`config.mk`:
```
export PLATFORM = sky130hd
export DESIGN_NAME = uart_tx_arb
export DESIGN_NICKNAME = d
export VERILOG_FILES = /design/src/rtl/uart_tx_arb.sv
export SDC_FILE = /design/constraint.sdc
export NUM_CORES = 1
export LEC_CHECK = 0
export CELL_PAD_IN_SITES_DETAIL_PLACEMENT = 1
export CELL_PAD_IN_SITES_GLOBAL_PLACEMENT = 2
export CORE_AREA = 2 2 80 82
export DETAILED_ROUTE_END_ITERATION = 10
export DIE_AREA = 0 0 82 84
export GPL_TIMING_DRIVEN = 0
export HOLD_SLACK_MARGIN = 0.12
export PLACE_DENSITY_LB_ADDON = 0.1
export SKIP_CTS_REPAIR_TIMING = 1
export SLEW_MARGIN = 20
export SYNTH_ARGS = -nofsm -noshare
export SYNTH_HDL_FRONTEND = slang
export SYNTH_SLANG_ARGS = --single-unit
```
`constraint.sdc`:
```
create_clock -name clk -period 2.5 [get_ports clk]
set_clock_uncertainty 0.1 [all_clocks]
set_input_delay 0.5 -clock clk [delete_from_list [all_inputs] [get_ports clk]]
set_output_delay 0.5 -clock clk [all_outputs]
set_load 0.005 [all_outputs]
```
`src/rtl/uart_tx_arb.sv`:
```
// uart_tx_arb
//   Round-robin arbiter sharing one UART transmitter between four byte
//   requesters. A requester keeps the grant until it sends a byte flagged
//   `last`, so multi-byte packets reach the UART contiguously.
//
//   Optional feature macro: UART_TX_ARB_TIMEOUT_EN
//     defined   : a locked owner idle for TIMEOUT cycles loses the grant and
//                 the sticky `timeout` flag is set.
//     undefined : lock is held until the owner sends `last`; `timeout` is 0.
//
// Ports
//   clk, nRst     clock, asynchronous active-low reset
//   req[3:0]      per-requester byte request (level, held until acked)
//   last[3:0]     per-requester end-of-packet flag, qualified by req
//   data_in[31:0] requester k byte on bits [8k+7:8k]
//   uart_busy     UART TX busy
//   ack[3:0]      one-cycle pulse: byte of requester k accepted
//   grant[3:0]    one-hot current owner, 0 when free
//   uart_data     byte presented to the UART
//   uart_in       one-cycle UART load strobe
//   timeout       sticky: a lock was released by timeout
module uart_tx_arb #(
  parameter int unsigned TIMEOUT = 255
) (
  input  logic        clk,
  input  logic        nRst,
  input  logic [3:0]  req,
  input  logic [3:0]  last,
  input  logic [31:0] data_in,
  input  logic        uart_busy,
  output logic [3:0]  ack,
  output logic [3:0]  grant,
  output logic [7:0]  uart_data,
  output logic        uart_in,
  output logic        timeout
);

  if (TIMEOUT < 1 || TIMEOUT > 255) begin : g_bad_timeout
    $error("uart_tx_arb: TIMEOUT must be in 1..255");
  end

  typedef enum logic [2:0] {IDLE, SEND, HOLD, WAIT, LOCK} state_t;

  state_t      state, state_d;
  logic [1:0]  ptr, ptr_d;
  logic [1:0]  owner, owner_d;
  logic        last_q, last_d;
  logic [3:0]  grant_d, ack_d;
  logic [7:0]  data_d;
  logic        in_d;
  logic [1:0]  win, idx, ld_idx;
  logic        found, load;

`ifdef UART_TX_ARB_TIMEOUT_EN
  logic [7:0]  cnt, cnt_d;
  logic        to_d;
`endif

  // Round-robin pick: first requesting index at or after ptr.
  always_comb begin
    win   = ptr;
    idx   = '0;
    found = 1'b0;
    for (int unsigned i = 0; i < 4; i++) begin
      idx = ptr + 2'(i);
      if (!found && req[idx]) begin
        win   = idx;
        found = 1'b1;
      end
    end
  end

  always_comb begin
    state_d = state;
    ptr_d   = ptr;
    owner_d = owner;
    last_d  = last_q;
    grant_d = grant;
    data_d  = uart_data;
    ack_d   = '0;
    in_d    = 1'b0;
    load    = 1'b0;
    ld_idx  = win;
`ifdef UART_TX_ARB_TIMEOUT_EN
    cnt_d   = cnt;
    to_d    = timeout;
`endif
    case (state)
      IDLE: begin
        if (found) begin
          load   = 1'b1;
          ld_idx = win;
        end
      end
      SEND: state_d = HOLD;
      HOLD: state_d = WAIT;
      WAIT: begin
        if (!uart_busy) begin
          if (last_q) begin
            state_d = IDLE;
            grant_d = '0;
            ptr_d   = owner + 2'd1;
          end else begin
            state_d = LOCK;
`ifdef UART_TX_ARB_TIMEOUT_EN
            cnt_d   = '0;
`endif
          end
        end
      end
      LOCK: begin
        if (req[owner]) begin
          load   = 1'b1;
          ld_idx = owner;
        end
`ifdef UART_TX_ARB_TIMEOUT_EN
        else if (cnt == 8'(TIMEOUT - 1)) begin
          // Release on the TIMEOUT-th idle cycle since LOCK entry.
          state_d = IDLE;
          grant_d = '0;
          ptr_d   = owner + 2'd1;
          to_d    = 1'b1;
        end else begin
          cnt_d = cnt + 8'd1;
        end
`endif
      end
      default: state_d = IDLE;
    endcase

    if (load) begin
      owner_d       = ld_idx;
      grant_d       = 4'b0001 << ld_idx;
      data_d        = data_in[{ld_idx, 3'b000} +: 8];
      in_d          = 1'b1;
      ack_d[ld_idx] = 1'b1;
      last_d        = last[ld_idx];
      state_d       = SEND;
    end
  end

  always_ff @(posedge clk or negedge nRst) begin
    if (!nRst) begin
      state     <= IDLE;
      ptr       <= '0;
      owner     <= '0;
      last_q    <= 1'b0;
      grant     <= '0;
      ack       <= '0;
      uart_data <= '0;
      uart_in   <= 1'b0;
    end else begin
      state     <= state_d;
      ptr       <= ptr_d;
      owner     <= owner_d;
      last_q    <= last_d;
      grant     <= grant_d;
      ack       <= ack_d;
      uart_data <= data_d;
      uart_in   <= in_d;
    end
  end

`ifdef UART_TX_ARB_TIMEOUT_EN
  always_ff @(posedge clk or negedge nRst) begin
    if (!nRst) begin
      cnt     <= '0;
      timeout <= 1'b0;
    end else begin
      cnt     <= cnt_d;
      timeout <= to_d;
    end
  end
`else
  assign timeout = 1'b0;
`endif

endmodule

```
==> qor.yml <==
io_buffers: 59
ys_types: 36
drtPass1Iterations: 4
path_class: "in -> reg"
dp_cells: 270
seqPwrFrac_pct: 31.6
final_max_slew_viol_count: 0
r2r-end: "uart_data[3]"
end_kind: "register"
p_int_mw: 1.310
worstPathRequired_ns: 2.58
cap_violations: 0
post-place-ws_ns: -0.5841
grt_pass1_vias: 1414
final_nets: 243
utilization_pct: 35.71
final_area_um2: 2177
whs_ns: 0.1066
wirelength_um: 4473
wire_per_inst_um: 16.21
cp_max_fo: 10
clkLatencyLatePin_ns: 0.28
syn-cell-area_um2: 1408
h-tree-depth: 1
period_share_pct: 92.73
arrival_ns: 2.40
ff2ff_path_depth: 8
hp-class: "in -> async"
cts_max_path_buffers: 2
yosysWarnings: 0
grt_pass1_wl_um: 7293
fp.dieW_um: 82
ys_seq_area_share_pct: 44.44
cts_buffers: 3
p_switching_uw: 844.2
relSlewSlack_pct: 60.98
drive_above_1_share_pct: 15.08
grt_use_total_pct: 13.93
avgSynthCellArea_um2: 10.50
synthToLayoutAreaGrowth_pct: 54.67
ir_worst_vdd_uv: 340.6
num_rows: 29
antenna_found_initial: 0
num_vias: 1295
die_y_um: 84
clockRootBuffer: "clkbuf_8"
tightest_slew_ns: 0.5852
hold_violations: 0
path_clk_slew_ns: 0.10
syn_nets: 177
syn_inst: 134
drt_drc_violations_left: 0
grt_overflow: 0
p_clk_share_pct: 11.8
hpwlAfterDp_um: 3357
fin_cells: 276
dpl_cell_area_um2: 2090
drt_iter0_drc: 20
power_density_nw_per_um2: 989.6
fmax_mhz: 431.4
diodes: 0
clock-sinks: 25
reg2reg_from: "state[2]"
fin_ws_ns: 0.1818
leakage_nw: 0.9160
place.gp.congestion: 0.7369
r2r_slack_ns: 0.25
die-area_um2: 6888
setup_viol: 0
design.core.area_um2: 6096
rsz0062_at_grt: "false"
cts_tree: "built"
setup_tns_ns: 0
fill_cells: 698
start_util_pct: 23.09
grt_max_degree: 26
total_power_mw: 2.154
io_pins: 61
power_frac_comb_pct: 56.6
ys_ff_latch: 25
cp-start-kind: "primary input"
ant_nets: 0
post-route-min-period_ns: 2.318
final_common_cell: "clkdlybuf4s50_1"
final_cell_mix: "clkdlybuf4s50_1, dfrtp_1, nor3_1"
avgViaCountPerCell: 4.692
sw_frac_of_total_pct: 39.18
status: "complete, no violations"
## worst max-delay path, stage by stage
cell,delay (ns)
clkdlybuf4s50_1,0.48
or2_2,0.34
o41ai_4,0.30
o21bai_1,0.17
buf_2,0.28
o32ai_1,0.13
a211oi_1,0.20
## how the worst max path moves through the flow
stage               startpoint           end  slack (ns)  cells past startpoint
finish                  req[3]  uart_data[3]        0.18                      7
global route            req[3]  uart_data[4]        0.04                      8
CTS                     req[1]  uart_data[2]       -0.28                      7
detailed placement      req[1]  uart_data[3]       -0.58                      7
global placement        req[1]  uart_data[6]       -0.51                      7
floorplan               req[2]        last_q        0.38                      7
## registers in the layout, summed over array words and instances (netlist names)
signal     count
ack            4
grant          4
last_q         1
owner          2
ptr            2
state          3
uart_data      8
uart_in        1
## final cells by class
cell class                      count  area (um^2)  share of cell area (%)
Buffer                             10        62.56                   2.874
Clock buffer                        3        41.29                   1.897
Clock inverter                      1        5.005                  0.2299
Inverter                            2        7.507                  0.3448
Multi-Input combinational cell     97        730.7                   33.56
Sequential cell                    25        625.6                   28.74
Tap cell                           77        96.34                   4.425
Timing Repair Buffer               61        608.1                   27.93
## routing by layer
layer | up-vias | part of all wire, % | track usage (%) | wire [um]
li1 | 627 | - | - | -
met2 | 32 | 52 | 23.43 | 2318
met5 | - | 0 | 0 | 0
met1 | 632 | 43 | 17.51 | 1902
met4 | 0 | 1.3 | 4.394 | 59
met3 | 4 | 4.3 | 2.922 | 193
## cell families (layout without fill, tap and decap cells)
kind of cell / count (synthesis) / after routing / share of synthesized area (%)
compound gates: 39 / 39 / 22.76
xor+xnor: 1 / 1 / 0.6223
buf+inv: 12 / 77 / 4.977
flops: 25 / 25 / 44.44
mux: 14 / 14 / 10.22
other cells: 1 / 1 / 0.2664
simple gates: 42 / 42 / 16.71
## synthesized netlist by cell type
cell type,n,share of area [%]
buf_2,5,1.8
inv_1,2,0.53
nor2_1,10,2.7
or2_2,1,0.44
nor3_4,1,1.2
and3_1,1,0.44
o21a_1,1,0.53
o22a_1,1,0.62
nor3b_2,1,0.89
a211o_2,1,0.71
xnor2_1,1,0.62
o32ai_1,9,5.6
a2111oi_2,1,1.1
o21bai_1,2,1.1
o21ai_0,2,0.71
buf_6,1,0.80
conb_1,1,0.27
nand2b_1,3,1.3
nor2b_1,2,0.89
a21oi_1,6,2.1
dfrtp_1,25,44
clkbuf_1,1,0.27
nor4_1,1,0.44
nor2_2,1,0.44
buf_4,3,1.6
or3b_1,1,0.62
nand2_1,6,1.6
a211oi_1,10,5.3
a211oi_2,1,0.89
mux2i_1,11,7.8
nor2b_4,1,0.98
a21o_1,4,2.1
o41ai_4,1,2.0
nor3b_1,1,0.53
nor3_1,12,4.3
mux2_2,3,2.4
## power groups by stage
stage	Sequential, mW	Combinational, mW	Clock, mW
after floorplan	0.677	0.696	0
after global placement	0.681	1.19	0
after detailed placement	0.688	1.20	0
after CTS	0.684	1.20	0.262
after global routing	0.710	1.35	0.281
final	0.681	1.22	0.254
Power figures use the tool's default switching activity.
